File: src/rtl/register_writeback_if.sv
// ============================================================================
// register_writeback_if : result sources, register-file write port and query
// Rev 1.0
// ============================================================================
`default_nettype none

interface register_writeback_if #(
  parameter int DEPTH = 4
);
  logic                     alu_valid;
  logic                     alu_ready;
  logic [4:0]               alu_rd;
  logic [31:0]              alu_data;
  logic                     ld_valid;
  logic                     ld_ready;
  logic [4:0]               ld_rd;
  logic [31:0]              ld_data;
  logic                     rf_hold;
  logic [4:0]               write_address;
  logic [31:0]              write_data;
  logic                     write_enable;
  logic [4:0]               query_address;
  logic                     query_hit;
  logic [31:0]              query_data;
  logic [$clog2(DEPTH):0]   count;

  modport master (
    output alu_valid, alu_rd, alu_data, ld_valid, ld_rd, ld_data,
           rf_hold, query_address,
    input  alu_ready, ld_ready, write_address, write_data, write_enable,
           query_hit, query_data, count
  );

  modport slave (
    input  alu_valid, alu_rd, alu_data, ld_valid, ld_rd, ld_data,
           rf_hold, query_address,
    output alu_ready, ld_ready, write_address, write_data, write_enable,
           query_hit, query_data, count
  );
endinterface

`default_nettype wire

File: src/rtl/register_writeback.sv
// ============================================================================
// register_writeback : pending-write FIFO between ALU/load results and the RF
// Rev 1.0
// ============================================================================
`default_nettype none

module register_writeback #(
  parameter int DEPTH = 4
) (
  input  wire logic             clk,
  input  wire logic             rst_n,
  register_writeback_if.slave   bus
);
  localparam int PW = $clog2(DEPTH);
  localparam int CW = PW + 1;

  logic [4:0]    r_rd   [DEPTH];
  logic [31:0]   r_data [DEPTH];
  logic [PW-1:0] r_rptr;
  logic [PW-1:0] r_wptr;
  logic [CW-1:0] r_count;

  logic          w_pop;
  logic          w_space;
  logic          w_ld_xfer;
  logic          w_alu_xfer;
  logic [4:0]    w_push_rd;
  logic [31:0]   w_push_data;
  logic          w_push;
  logic          w_query_hit;
  logic [31:0]   w_query_data;
  logic [PW-1:0] w_idx;

  // A full buffer may still accept when the head drains this cycle.
  assign w_pop   = (r_count != '0) && !bus.rf_hold;
  assign w_space = (r_count < CW'(DEPTH)) || w_pop;

  assign bus.ld_ready  = w_space;
  assign bus.alu_ready = w_space && !bus.ld_valid;

  assign w_ld_xfer   = bus.ld_valid && w_space;
  assign w_alu_xfer  = bus.alu_valid && w_space && !bus.ld_valid;
  assign w_push_rd   = w_ld_xfer ? bus.ld_rd   : bus.alu_rd;
  assign w_push_data = w_ld_xfer ? bus.ld_data : bus.alu_data;
  // x0 writes are acknowledged but dropped
  assign w_push      = (w_ld_xfer || w_alu_xfer) && (w_push_rd != 5'd0);

  assign bus.write_enable  = w_pop;
  assign bus.write_address = (r_count != '0) ? r_rd[r_rptr]   : 5'd0;
  assign bus.write_data    = (r_count != '0) ? r_data[r_rptr] : 32'd0;
  assign bus.count         = r_count;

  always_ff @(posedge clk or negedge rst_n) begin
    if (!rst_n) begin
      r_rptr  <= '0;
      r_wptr  <= '0;
      r_count <= '0;
    end else begin
      if (w_push) r_wptr <= r_wptr + PW'(1);
      if (w_pop)  r_rptr <= r_rptr + PW'(1);
      case ({w_push, w_pop})
        2'b10:   r_count <= r_count + CW'(1);
        2'b01:   r_count <= r_count - CW'(1);
        default: r_count <= r_count;
      endcase
    end
  end

  // Entry contents need no reset; validity comes from the pointers and count.
  always_ff @(posedge clk) begin
    if (w_push) begin
      r_rd[r_wptr]   <= w_push_rd;
      r_data[r_wptr] <= w_push_data;
    end
  end

  // Scan oldest to youngest so the last match wins.
  always_comb begin
    w_query_hit  = 1'b0;
    w_query_data = 32'd0;
    w_idx        = '0;
    for (int i = 0; i < DEPTH; i++) begin
      w_idx = r_rptr + PW'(i);
      if ((CW'(i) < r_count) && (bus.query_address != 5'd0) &&
          (r_rd[w_idx] == bus.query_address)) begin
        w_query_hit  = 1'b1;
        w_query_data = r_data[w_idx];
      end
    end
  end

  assign bus.query_hit  = w_query_hit;
  assign bus.query_data = w_query_data;
endmodule

`default_nettype wire

File: src/flat_wrapper.sv
// flat-port wrapper written by rule: the top's interface ports become plain ports
module register_writeback_flat 
#(
  parameter int DEPTH = 4
)
  (clk, rst_n, bus_alu_valid, bus_alu_rd, bus_alu_data, bus_ld_valid, bus_ld_rd, bus_ld_data, bus_rf_hold, bus_query_address, bus_alu_ready, bus_ld_ready, bus_write_address, bus_write_data, bus_write_enable, bus_query_hit, bus_query_data, bus_count);
  register_writeback_if #(.DEPTH(DEPTH)) bus_i ();
  input  wire logic clk;
  input  wire logic rst_n;
  input wire logic [$bits(bus_i.alu_valid)-1:0] bus_alu_valid;
  input wire logic [$bits(bus_i.alu_rd)-1:0] bus_alu_rd;
  input wire logic [$bits(bus_i.alu_data)-1:0] bus_alu_data;
  input wire logic [$bits(bus_i.ld_valid)-1:0] bus_ld_valid;
  input wire logic [$bits(bus_i.ld_rd)-1:0] bus_ld_rd;
  input wire logic [$bits(bus_i.ld_data)-1:0] bus_ld_data;
  input wire logic [$bits(bus_i.rf_hold)-1:0] bus_rf_hold;
  input wire logic [$bits(bus_i.query_address)-1:0] bus_query_address;
  output wire logic [$bits(bus_i.alu_ready)-1:0] bus_alu_ready;
  output wire logic [$bits(bus_i.ld_ready)-1:0] bus_ld_ready;
  output wire logic [$bits(bus_i.write_address)-1:0] bus_write_address;
  output wire logic [$bits(bus_i.write_data)-1:0] bus_write_data;
  output wire logic [$bits(bus_i.write_enable)-1:0] bus_write_enable;
  output wire logic [$bits(bus_i.query_hit)-1:0] bus_query_hit;
  output wire logic [$bits(bus_i.query_data)-1:0] bus_query_data;
  output wire logic [$bits(bus_i.count)-1:0] bus_count;
  assign bus_i.alu_valid = bus_alu_valid;
  assign bus_i.alu_rd = bus_alu_rd;
  assign bus_i.alu_data = bus_alu_data;
  assign bus_i.ld_valid = bus_ld_valid;
  assign bus_i.ld_rd = bus_ld_rd;
  assign bus_i.ld_data = bus_ld_data;
  assign bus_i.rf_hold = bus_rf_hold;
  assign bus_i.query_address = bus_query_address;
  assign bus_alu_ready = bus_i.alu_ready;
  assign bus_ld_ready = bus_i.ld_ready;
  assign bus_write_address = bus_i.write_address;
  assign bus_write_data = bus_i.write_data;
  assign bus_write_enable = bus_i.write_enable;
  assign bus_query_hit = bus_i.query_hit;
  assign bus_query_data = bus_i.query_data;
  assign bus_count = bus_i.count;
  register_writeback #(.DEPTH(DEPTH)) u_core (.clk(clk), .rst_n(rst_n), .bus(bus_i));
endmodule
File: config.mk
export PLATFORM = sky130hd
export DESIGN_NAME = register_writeback_flat
export DESIGN_NICKNAME = d
export VERILOG_FILES = /design/src/rtl/register_writeback_if.sv /design/src/rtl/register_writeback.sv /design/src/flat_wrapper.sv
export SDC_FILE = /design/constraint.sdc
export NUM_CORES = 1
export LEC_CHECK = 0
export CORE_ASPECT_RATIO = 1.25
export CORE_MARGIN = 4
export CORE_UTILIZATION = 50
export CTS_BUF_LIST = sky130_fd_sc_hd__clkbuf_4 sky130_fd_sc_hd__clkbuf_8
export DETAILED_ROUTE_END_ITERATION = 16
export GPL_TIMING_DRIVEN = 1
export PLACE_DENSITY = 0.78
export SLEW_MARGIN = 10
export SYNTH_ARGS = -nofsm -noshare
export SYNTH_HDL_FRONTEND = slang
export SYNTH_SLANG_ARGS = --single-unit
File: constraint.sdc
create_clock -name clk -period 3.2 [get_ports clk]
set_clock_uncertainty 0.05 [all_clocks]
set_input_delay 0.32 -clock clk [delete_from_list [all_inputs] [get_ports clk]]
set_output_delay 0.32 -clock clk [all_outputs]
set_load 0.02 [all_outputs]
==> results of run 1 <==
## Yosys cell counts (3+ instances only)
library cell  count
nor2b_1           8
clkbuf_1         60
nor2_1           38
edfxtp_1        148
o41ai_1          31
dfrtp_1           7
a21oi_1           3
nor3_1           34
buf_1             9
inv_1             7
nand2_1          76
a41o_1           32
xnor2_1          20
mux2_2           70
o32a_1           32
a211oi_1          4
a31oi_1          63
and3_1           21
a211oi_2          9
o21ai_0          35
and2_1           16
mux2i_1         102
ha_1              9
xor2_1            4
mux4_2           18
buf_2            26
## per-layer routing
metal | up-vias | track usage | share of wire
met4 | 0 | 0.1249 | 0.036
met2 | 633 | 0.4878 | 0.51
li1 | 4118 | - | -
met5 | - | 0 | 0
met1 | 4529 | 0.3518 | 0.37
met3 | 115 | 0.04816 | 0.083
## final timing paths
kind	endpoint	slack, ns	depth (start not counted)
worst min-delay path	u_core.bus.count[0]	0.07	1
worst max-delay path	bus_query_data[29]	-0.56	8
min in group clk	u_core.r_data[0][25]	0.53	2
worst min register to register	u_core.r_wptr[1]	0.55	1
worst max register to register	u_core.bus.count[2]	0.45	11
max in group asynchronous	u_core.r_rptr[0]	2.74	1
## cell type report
class	count	area [um2]
fillers	1401	5809
repair buffers	334	3508
clock buffers	17	234.0
multi-input cells	647	5509
clock inverters	15	117.6
flip-flops and latches	155	4627
well taps	270	337.8
inverters	8	31.28
## power breakdown
part	leakage, uW	internal [uW]	switching [uW]
combinational	0.00408	4890	5560
clock	0.000155	543	800
sequential	0.00144	2860	295
total	0.00568	8300	6650
## cell usage in the layout, fill, tap and decap left out, types with 18 or more instances in the layout
master | Yosys | routed
edfxtp_1 | 148 | 148
buf_4 | 2 | 127
clkdlybuf4s50_1 | 0 | 106
mux2i_1 | 102 | 102
nand2_1 | 76 | 76
mux2_2 | 70 | 70
a31oi_1 | 63 | 59
nor2_1 | 38 | 38
buf_6 | 1 | 35
a41o_1 | 32 | 32
o32a_1 | 32 | 32
o41ai_1 | 31 | 28
buf_12 | 0 | 26
nor3_1 | 34 | 24
and3_1 | 21 | 20
o21ai_0 | 35 | 19
mux4_2 | 18 | 18
## metrics by stage
stage | worst slack, ns | hold slack (ns) | util
final | -0.5627 | 0.07130 | 0.7120
after global routing | -0.6689 | 0.06940 | 0.7120
after CTS | -0.5994 | 0.04938 | 0.6933
after detailed placement | -0.4702 | 0.5339 | 0.6587
after global placement | -0.3888 | 0.5051 | 0.6587
after floorplan | 0.1828 | -0.02559 | -
## timing repair
| action | 4_1_cts | 5_1_grt |
|---|---|---|
| setup buffers | 11 | 2 |
| endpoints found under the setup margin | 65 | 59 |
| pin swaps | 10 | 26 |
| gates resized for setup | 212 | 79 |
| cloned | 7 | 3 |
## registers in the layout (all words and copies together), names as in the netlist
| register | count |
|---|---|
| u_core.r_data | 128 |
| u_core.bus.count | 3 |
| u_core.r_rd | 20 |
| u_core.r_rptr | 2 |
| u_core.r_wptr | 2 |
## cells by family after synthesis
family,synth area share
buffers and inverters,0.04318
flip-flops,0.4478
multiplexers,0.2147
adder cells (fa/ha/maj),0.01092
AND/OR/NAND/NOR,0.09668
XOR/XNOR,0.02038
AO/OA/AOI/OAI,0.1663
==> results.txt, run 1 <==
status - finished with violations
violated checks - negative setup slack
num ports - 160
DRC - 0
Post-Synthesis Cells - 908
Power Total - 14950 uW
Rel. slew slack - 0.6608
DR vias - 9395
Die Span X - 136.5 um
fmax - 265.8 MHz
Hold WC Path Type - input pin to asynchronous set/reset pin
n_diodes - 0
drt wl/cell - 23.12 um
Total GRT Usage - 0.2847
Synth Warn # - 0
Vias/cell - 6.497
setup TNS - -16.44 ns
GRT overflow - 0
Worst VDD drop - 0.6332 mV
CP startpoint kind - register
drt first pass iters - 6
Post-DRT Antenna Nets - 0
Synth Area per Inst - 11.36 um2
cell area power density - 1041 nW/um2
initial core utilization - 0.5113
CTS root buf - clkbuf_8
number of global-route vias before repair - 9424
Post-synth top flop - edfxtp_1
critical path cell sequence - mux4_2 -> xnor2_1 -> o211ai_1 -> buf_4 -> o41ai_1 -> a31oi_1 -> o32a_1 -> buf_6
Syn Nets - 1001
Max stage delay on crit path - 0.55 ns
CP delay by family, top - compound AO/OA/AOI/OAI gates
CP bufs+invs - 2
final setup vio count - 34
initial antenna violation count - 0
leading area contributor after synthesis - edfxtp_1
Crit Path Class - register to primary output
Non-Filler Cell Area, Final - 14370 um2
period utilisation layout - 1.176
CTS Sinks - 155
total CTS buffers - 17
share of cells above drive strength 1 - 0.3240
worst-path maximum fanout - 17
FFs w/ async S/R, synth - 0.04516
GPL Wtd Cong - 0.8916
CP Data Required Time - 2.83 ns
Detailed Place HPWL - 20490 um
Distinct cells, synth - 47
synthesized cell area - 10310 um2
Post-synth EDFFs - 148
Clock Tree Buf Depth - 2
Die ar. - 23010 um2
slew at the pin closest to its max-slew limit - 0.5088 ns
placement-stage cell area - 13290 um2
Max Slew Vio Count - 0
Non-Filler Instances - 1446
first-pass GRT wire length - 51110 um
die height - 168.6 um
critical path data arrival time - 3.39 ns
largest net degree at the start of global routing - 86
RSZ-0062 raised after global routing - true
Seq/Total Area, Yosys - 0.4478
I/O Buffers - 159
Synth area leaders - edfxtp_1, mux2i_1, mux2_2, mux4_2, a31oi_1
Slowest-stage cell, CP - mux4_2
Max Cap Viol - 0
hold buffer count at CTS - 0
area grow syn2layout - 39.26%
Final Net Count - 1256
Pleak - 0.005677 uW
WL final - 33430 um
critical path launch point - u_core.r_rptr[1]
H-tree Lvls - 4
post-synthesis register bit count - 155
worst r2r src - u_core.bus.count[2]
FP Rows - 58
drt first-iter violations - 966
core area - 20170 um2
CP Capture Type - primary output
clock-pin slew on the worst setup and hold paths - 0.09 ns
Worst Slack Setup Final - -0.5627 ns
share of the synthesized area in the top cell type - 0.4309
final hold vios - 0
placed insts - 1391
min Tclk post-route - 3.763 ns
Skew-Pair Late Insertion Delay - 0.46 ns
CTS tree - built
Power figures use the tool's default switching activity.
==> run 2: changes to the inputs <==
--- a/config.mk
+++ b/config.mk
@@ -10,8 +10,9 @@
 export CORE_UTILIZATION = 50
 export CTS_BUF_LIST = sky130_fd_sc_hd__clkbuf_4 sky130_fd_sc_hd__clkbuf_8
 export DETAILED_ROUTE_END_ITERATION = 16
+export DONT_BUFFER_PORTS = 1
 export GPL_TIMING_DRIVEN = 1
-export PLACE_DENSITY = 0.78
+export PLACE_DENSITY = 0.68
 export SLEW_MARGIN = 10
 export SYNTH_ARGS = -nofsm -noshare
 export SYNTH_HDL_FRONTEND = slang
==> results.txt, run 2 (synthesized netlist as in run 1, its figures left out) <==
clock-pin slew on the worst setup and hold paths - 0.09 ns
CTS tree - built
Worst R2R Path Depth - 8
placed insts - 1161
H-tree Lvls - 4
Die ar. - 23010 um2
final hold vios - 0
Final Hold Slack - 0.07177 ns
Post-DRT Antenna Nets - 0
Max stage delay on crit path - 0.51 ns
worst-path maximum fanout - 7
Detailed Place HPWL - 18620 um
Comb pwr share - 0.632
drt first-iter violations - 702
Max Cap Viol - 0
Worst VDD drop - 0.5276 mV
Skew-Pair Late Insertion Delay - 0.46 ns
FP Rows - 58
P_sw - 5971 uW
CP Capture Type - primary output
commonest non-fill, non-tap cell in the layout - edfxtp_1
Worst Slack Setup Final - -0.3960 ns
GRT overflow - 0
n_diodes - 0
min Tclk post-route - 3.596 ns
number of global-route vias before repair - 7996
cell area power density - 1063 nW/um2
Placement Setup Slack - 0.04480 ns
share of cells above drive strength 1 - 0.3006
Clk pwr share - 0.119
fmax - 278.1 MHz
Biggest register - u_core.r_data
largest net degree at the start of global routing - 72
DR vias - 8142
Total GRT Usage - 0.2486
num ports - 160
Max Slew Vio Count - 0
critical path data arrival time - 3.23 ns
final setup vio count - 33
sequential power share - 0.250
Vias/cell - 6.685
Internal - 6726 uW
Final Net Count - 1028
I/O Buffers - 0
WL final - 29140 um
CTS Sinks - 155
Die Span X - 136.5 um
worst hold start - bus_alu_data[18]
GPL Wtd Cong - 0.8032
drt first pass iters - 5
Clock Tree Buf Depth - 2
Slowest-stage cell, CP - mux4_2
DRC - 0
drt wl/cell - 23.93 um
Sw Share - 0.4703
most frequent cells in the layout - edfxtp_1, mux2i_1, buf_4, nand2_1, mux2_2
violated checks - negative setup slack
CP Data Required Time - 2.83 ns
first-pass GRT wire length - 44130 um
status - finished with violations
core area - 20170 um2
CTS root buf - clkbuf_8
hold depth - 1
period utilisation layout - 1.124
initial core utilization - 0.5113
total CTS buffers - 17
setup TNS - -11.29 ns
CP startpoint kind - register
critical path cell sequence - buf_6 -> mux4_2 -> xnor2_1 -> nand4_1 -> buf_4 -> nor4b_4 -> buf_6 -> buf_12 -> nor3_2 -> o32a_1 -> buf_6
slew at the pin closest to its max-slew limit - 0.6730 ns
critical path launch point - u_core.r_rptr[0]
Largest register FFs - 128
worst r2r src - u_core.bus.count[2]
RSZ-0062 raised after global routing - true
initial antenna violation count - 0
Pleak - 0.004501 uW
Non-Filler Instances - 1218
area grow syn2layout - 15.75%
die height - 168.6 um
Crit Path Class - register to primary output
Hold WC Path Type - input pin to register
most frequent CP cell - buf_6
Rel. slew slack - 0.5513
-- run 2: layout make-up --
| cell class | count | area (um2) |
|---|---|---|
| inverters | 8 | 30.03 |
| flip-flops and latches | 155 | 4627 |
| clock buffers | 19 | 255.2 |
| fillers | 1677 | 8235 |
| repair buffers | 106 | 1086 |
| well taps | 270 | 337.8 |
| multi-input cells | 647 | 5459 |
| clock inverters | 13 | 143.9 |
-- run 2: power by group through the flow --
stage          Combinational, uW  Clock, uW  Sequential, uW
6_report                    8020       1510            3170
5_1_grt                     8560       1620            3220
4_1_cts                     7800       1520            3170
3_5_place_dp                7540          0            3250
3_3_place_gp                7470          0            3210
2_1_floorplan               5480          0            3090
-- run 2: what timing repair did --
action,CTS,global route
gates resized for setup,23,28
setup endpoints to repair,50,39
setup buffers,11,9
hold endpoints to repair,7,0
cloned,2,3
hold buffers,1,0
pin swaps,8,31
-- run 2: final timing paths --
kind / slack (ns) / to
setup reg to reg: 0.66 / u_core.r_data[1][28]
hold / removal: 0.07 / u_core.r_data[0][18]
setup / recovery: -0.40 / bus_query_data[0]
max in group asynchronous: 2.68 / u_core.r_rptr[0]
hold reg to reg: 0.55 / u_core.r_wptr[1]
min in group asynchronous: 0.14 / u_core.bus.count[1]
-- run 2: per-stage QoR --
step | area (um2) | utilization | power [uW]
final | 11940 | 0.5918 | 12700
after global placement | 11080 | 0.5491 | 10680
after floorplan | 10320 | - | 8568
after CTS | 11720 | 0.5808 | 12480
after global routing | 11940 | 0.5918 | 13400
after detailed placement | 11080 | 0.5491 | 10790
-- run 2: metal layers --
layer	vias to the layer above	track usage	wire, um
li1	3653	-	-
met1	4044	0.3123	11630
met2	381	0.4234	14690
met3	64	0.04667	2030
met4	0	0.09513	789
met5	-	0	0
-- run 2: critical path, delay by kind of cell, from the launching register on --
family	cells	cell delay (ns)
AOI/OAI and AO/OA	1	0.40
xor gates and xnor gates	1	0.16
buffers and inverters	5	0.80
DFF	1	0.48
muxes	1	0.51
and+or+nand+nor	3	0.42
==> RTL change 1 (settings of run 1) <==
`DEPTH` is set to 4 in 3 places; all go to 2.
--- a/src/rtl/register_writeback_if.sv
+++ b/src/rtl/register_writeback_if.sv
@@ -7,3 +7,3 @@
 interface register_writeback_if #(
-  parameter int DEPTH = 4
+  parameter int DEPTH = 2
 );
--- a/src/rtl/register_writeback.sv
+++ b/src/rtl/register_writeback.sv
@@ -7,3 +7,3 @@
 module register_writeback #(
-  parameter int DEPTH = 4
+  parameter int DEPTH = 2
 ) (
--- a/src/flat_wrapper.sv
+++ b/src/flat_wrapper.sv
@@ -3,3 +3,3 @@
 #(
-  parameter int DEPTH = 4
+  parameter int DEPTH = 2
 )
Ports: changed (resized bus_count); port bits go from 160 to 159. No check against the original RTL was run, so the function may have changed too.
==> RTL change 1 against run 1 <==
The flow still finishes with violations (negative setup slack). Wire length fell by 46%. Total power fell by 50%. Global-route usage fell by 3.2 points. Area after synthesis fell by 44%. Critical path depth did not move. Worst setup slack improved by 390 ps. Sequential cell count fell by 77. First-iteration DRC count fell by 58%. Synthesized cell count fell by 35%. Cell area fell by 41%. Critical endpoint is now bus_query_data[0]. Largest cell class unchanged. Largest power group unchanged. Highest routed layer unchanged.
==> RTL change 1: results (changes against run 1) <==
* Vias in the first global route at 5495 (-42%)
* CTS Buf Count at 9 (-8)
* Worst-Margin Slew at 693 ps (+185 ps)
* CTS root buf: clkbuf_8
* Antenna violations before repair at 0 (unchanged)
* Max stage delay cell, worst path: a2111o_2
* Status: finished with violations
* Worst hold path type: input port to async pin
* DRT iter0 DRCs at 406 (-58%)
* Async SR Flop Fraction at 5.13% (+0.61 points)
* Clock Path Buffers at 2 (unchanged)
* Worst reg-to-reg path cell count at 10 (-1)
* GR Util All Layers at 25.3% (-3.2 points)
* Final setup vio count at 32 (-5.9%)
* Nets@finish at 826 (-34%)
* Antenna Cells at 0 (unchanged)
* Reg clk slew, reported paths at 80 ps
* Share of the yosys chip area belonging to registers at 40.5% (-4.3 points)
* CP max FO at 6 (-11)
* Pin count of the biggest net entering global routing at 86 (unchanged)
* Fin Setup TNS at -2140 ps (+14300 ps)
* Leak at 0.00346 uW (-39%)
* Largest Register: u_core.r_data
* Final GP Congestion at 0.824 (-7.6%)
* Synth top cells by count: 74 x edfxtp_1, 68 x nand2_1, 65 x nand2b_1, 42 x clkbuf_1, 37 x mux2_2
* Top cells by area, synth: edfxtp_1 39%, mux2_2 7.3%, nand2b_1 7.1%
* Crit-path max cell delay at 600 ps (+50 ps)
* First-pass GRT wire length at 26800 microns (-48%)
* HPWL after DPL at 10600 microns (-48%)
* Main synth FF type: edfxtp_1
* Max FFs per register at 64 (-50%)
* Ys Warns at 0 (unchanged)
* H-Tree Depth at 3 (-1)
* Ratio of cells with drive above 1 in the final layout at 29.3% (-3.1 points)
* Port Buffer Count at 158 (-0.63%)
* Synth cell types at 35 (-26%)
* Worst skew pair latency at 370 ps (-90 ps)
* Drt pass-1 iters at 7 (+1)
* Syn Nets at 677 (-32%)
* Placed inst area at 0.00748 sq mm (-44%)
* Arr. time, crit path at 3000 ps (-390 ps)
* WL final at 18100 microns (-46%)
* Vias per cell at 6.18 (-4.8%)
* # fillers at 744 (-47%)
* EDFF count, synth at 74 (-50%)
* Worst VDD drop at 0.675 mV (+6.6%)
* Final worst slack at -169 ps (+394 ps)
* Delay-heaviest family, CP: compound AO/OA/AOI/OAI gates
* Violated checks: negative setup slack
==> RTL change 1: cell types whose count changed after synthesis, sizes merged, moves of 33 or more <==
cell,delta
mux2i,-92
edfxtp,-74
a31oi,-63
nand2b,+63
nor3,-34
o21ai,-33
==> RTL change 1: path summary, 6_finish.rpt <==
kind,start,end,slack (ps)
worst max-delay path,u_core.r_rptr$_DFFE_PN0P_,bus_query_data[0],-170
worst min-delay path,rst_n,u_core.r_wptr$_DFFE_PN0P_,110
worst max register to register,u_core.bus.count[1]$_DFFE_PN0P_,u_core.bus.count[1]$_DFFE_PN0P_,440
worst min register to register,u_core.bus.count[0]$_DFFE_PN0P_,u_core.bus.count[0]$_DFFE_PN0P_,520
max in group asynchronous,rst_n,u_core.r_rptr$_DFFE_PN0P_,2770
min in group clk,u_core.bus.count[0]$_DFFE_PN0P_,u_core.bus.count[0]$_DFFE_PN0P_,520
==> RTL change 1: what timing repair did <==
item	4_1_cts	5_1_grt
hold buffers	0	0
pin swaps	15	40
gates cloned	6	7
endpoints found under the setup margin	33	107
setup buffers	7	4
gates resized for setup	188	67
==> RTL change 1: routing by layer <==
layer / up-vias / track usage, % / routed length [microns]
li1: 2499 / - / -
met1: 2646 / 27.2 / 6500
met2: 242 / 47.5 / 9830
met3: 49 / 4.79 / 1210
met4: 0 / 12.7 / 603
met5: - / 0 / 0
==> RTL change 1: cells by family (layout without fill, tap and decap cells) <==
| family | count (synthesis) | after routing | share of synthesized area, % |
|---|---|---|---|
| AO/OA/AOI/OAI | 167 | 168 | 24.5 |
| buffers and inverters | 101 | 252 | 7.53 |
| flip-flops | 78 | 78 | 40.5 |
| AND/OR/NAND/NOR | 181 | 183 | 15.8 |
| XOR/XNOR | 12 | 12 | 1.83 |
| adder cells (fa/ha/maj) | 3 | 3 | 0.655 |
| multiplexers | 48 | 48 | 9.27 |
==> RTL change 1: final cells by class <==
class / count / area share (%)
clock buffer: 11 / 1.64
clock inverter: 5 / 0.873
inverter: 35 / 1.55
multi-input combinational: 414 / 40.3
sequential: 78 / 27.5
tap: 135 / 2.00
timing repair buffer: 201 / 26.1
==> RTL change 1: stage by stage <==
| step | total power [uW] | util [%] | cells | worst slack (ps) |
|---|---|---|---|---|
| 2_1_floorplan | 4410 | - | 590 | -179 |
| 3_3_place_gp | 5850 | 67.1 | 840 | -240 |
| 3_5_place_dp | 5990 | 67.1 | 840 | -291 |
| 4_1_cts | 7110 | 71.6 | 869 | -109 |
| 5_1_grt | 7820 | 75.9 | 879 | -213 |
| 6_report | 7460 | 75.9 | 879 | -169 |
==> RTL change 1: where the power goes <==
part	total [uW]	switching [uW]	internal, uW	leakage (uW)
Combinational	4860	2950	1910	0.00260
Clock	820	368	452	0.000112
Sequential	1780	188	1590	0.000743
==> RTL change 2 (flow settings as in run 1) <==
Without the edit above. Make the reset (`rst_n`) synchronous in one clocked block.
--- a/src/rtl/register_writeback.sv
+++ b/src/rtl/register_writeback.sv
@@ -52,3 +52,3 @@
 
-  always_ff @(posedge clk or negedge rst_n) begin
+  always_ff @(posedge clk) begin
     if (!rst_n) begin
Function: differs if rst_n is asserted again (counterexample within 4 cycles, from zero or initial values and one cycle with rst_n low); with rst_n held inactive, the same outputs for 4 cycles.
==> RTL change 2 against run 1 <==
The flow still finishes with violations (negative setup slack). Non-clock buffer count decreased by 70. Via count decreased by 12%. Cell area down 3.6%. Sequential cell count grew 2. Wire length fell by 9.6%. Utilization fell by 2.3 points. Worst setup slack better by 100 ps. Area after synthesis down 0.89%.
Power is not compared: it rests on default switching activity, and its combinational part moved more than twofold at a synthesized area within 25%.
==> RTL change 2: results (changes against run 1) <==
* Port Buffer Count at 159 (unchanged)
* Wirelength per Cell at 24.0 microns (+3.8%)
* Final setup vio count at 33 (-2.9%)
* First-pass GRT wire length at 44400 microns (-13%)
* CTS Buf Count at 17 (unchanged)
* Leak at 0.00462 uW
* DR vias at 8235 (-12%)
* Ys Warns at 0 (unchanged)
* Flop-to-flop setup slack at 470 ps (+20 ps)
* Nets@finish at 1072 (-15%)
* Worst VDD drop at 0.575 mV
* Pin count of the biggest net entering global routing at 76 (-12%)
* Async SR Flop Fraction at 0% (-4.5 points)
* Final GP Congestion at 0.851 (-4.6%)
* Hold path depth at 2
* Worst-Margin Slew at 1030 ps (+521 ps)
* Worst r2r src: u_core.bus.count[2]$_SDFFE_PN0P_
* Violated checks: negative setup slack
* Arr. time, crit path at 3290 ps (-100 ps)
* Hold Path End: u_core.r_wptr[1]$_SDFFE_PN0P_
* Synth cell types at 45 (-4.3%)
* Clock Path Buffers at 2 (unchanged)
* Final worst slack at -459 ps (+104 ps)
* Reg clk slew, reported paths at 80 ps
* Worst skew pair latency at 450 ps
* Share of the yosys chip area belonging to registers at 45.2% (+0.45 points)
* CP max FO at 22 (+5)
* CP startpoint: u_core.r_rptr[1]$_SDFFE_PN0P_
* Antenna Cells at 0 (unchanged)
* Drt pass-1 iters at 6 (unchanged)
* # fillers at 1394 (-0.50%)
* CTS root buf: clkbuf_8
* Internal power at 5950 uW
* Worst reg-to-reg path cell count at 10 (-1)
* Final hold slack at 540 ps (+469 ps)
* DRT iter0 DRCs at 779 (-19%)
* Worst flop-to-flop path endpoint: u_core.bus.count[2]$_SDFFE_PN0P_
* Syn Nets at 869 (-13%)
* Synth top cells by count: 148 x edfxtp_1, 97 x mux2i_1, 69 x nor2b_1, 59 x a211oi_1, 54 x mux4_2
* Antenna violations before repair at 0 (unchanged)
* EDFF count, synth at 148 (unchanged)
* Top cells by area, synth: edfxtp_1 43%, mux4_2 12%, mux2i_1 9.5%
* Ratio of cells with drive above 1 in the final layout at 34.4% (+2.0 points)
* Status: finished with violations
* Worst hold path type: flip-flop to flip-flop
* Max FFs per register at 128 (unchanged)
* H-Tree Depth at 4 (unchanged)
* Placed inst area at 0.0126 sq mm (-5.2%)
* Largest Register: u_core.r_data
* HPWL after DPL at 18600 microns (-9.2%)
* Vias in the first global route at 8317 (-12%)
* Hold Startpoint: u_core.r_wptr[1]$_SDFFE_PN0P_
* GR Util All Layers at 25.1% (-3.3 points)
[RTL change 2: changes by cell type in the layout (fill, tap and decap cells not counted), sizes merged, moves of 33 or more]
| cell | before | now |
|---|---|---|
| mux4 | 18 | 54 |
| nor2b | 8 | 70 |
| buf | 203 | 135 |
| nand2 | 76 | 5 |
| a221oi | 0 | 53 |
| a31oi | 63 | 1 |
| a211oi | 13 | 59 |
| o21ai | 36 | 3 |
[RTL change 2: kinds of logic (layout without fill, tap and decap cells)]
family / Yosys count / after routing / share of synthesized area [%]
DFF: 157 / 157 / 45.2
xor gates and xnor gates: 22 / 22 / 1.88
muxes: 189 / 189 / 25.6
AOI/OAI and AO/OA: 173 / 173 / 14.2
and+or+nand+nor: 136 / 137 / 8.10
buffers and inverters: 90 / 302 / 3.88
adders and majority gates: 9 / 9 / 1.10
[RTL change 2: final cells by class]
class / instances / area [sq um] / share of cell area, %
Sequential cell: 157 / 4640 / 33.5
Timing Repair Buffer: 264 / 2750 / 19.8
Clock buffer: 17 / 234 / 1.69
Inverter: 9 / 33.8 / 0.244
Tap cell: 270 / 338 / 2.44
Clock inverter: 12 / 173 / 1.25
Multi-Input combinational cell: 530 / 5680 / 41.1
[RTL change 2: critical path: stages, from the launching register on]
cell      delay [ps]
dfxtp_4          420
mux4_2           550
or3_1            360
a22o_1           260
o211a_4          300
buf_12           170
a221oi_1         360
o32a_1           270
buf_6            140
[RTL change 2: worst max path at each step]
| stage | end | slack, ps | cells past startpoint |
|---|---|---|---|
| floorplan | u_core.r_data[2][0]$_DFFE_PP_ | 40 | 7 |
| finish | bus_query_data[4] | -460 | 8 |
| CTS | bus_query_data[4] | -390 | 11 |
| global placement | bus_query_data[1] | -430 | 9 |
| global route | bus_query_data[18] | -520 | 10 |
| detailed placement | bus_query_data[8] | -460 | 9 |
[RTL change 2: stage by stage]
stage	setup TNS, ps	instances	setup slack, ps
after floorplan	0	776	44.9
after global placement	-10950	1207	-429
after detailed placement	-12180	1207	-465
after CTS	-10630	1256	-388
after global routing	-15660	1259	-523
final	-12190	1259	-459
[RTL change 2: repair_timing]
action                                  in CTS  in global routing
gates resized for setup                    250                 51
endpoints found under the setup margin      50                 50
buffers inserted                            15                  3
pin swaps                                   31                 11
gates cloned                                 5                  2
[RTL change 2: metal layers]
layer  up-vias  track usage, %  routed length (microns)
met4         0            10.0                      873
met2       408            45.3                    15900
met5         -               0                        0
li1       3616               -                        -
met1      4130            29.9                    11500
met3        81            3.80                     1910
[RTL change 2: power groups by stage]
stage / logic (uW) / clock network, uW / registers [uW]
after floorplan: 2930 / 0 / 2830
after CTS: 4990 / 1570 / 2850
final: 5150 / 1570 / 2870
after global placement: 4620 / 0 / 2890
after global routing: 5460 / 1660 / 2900
after detailed placement: 4670 / 0 / 2910
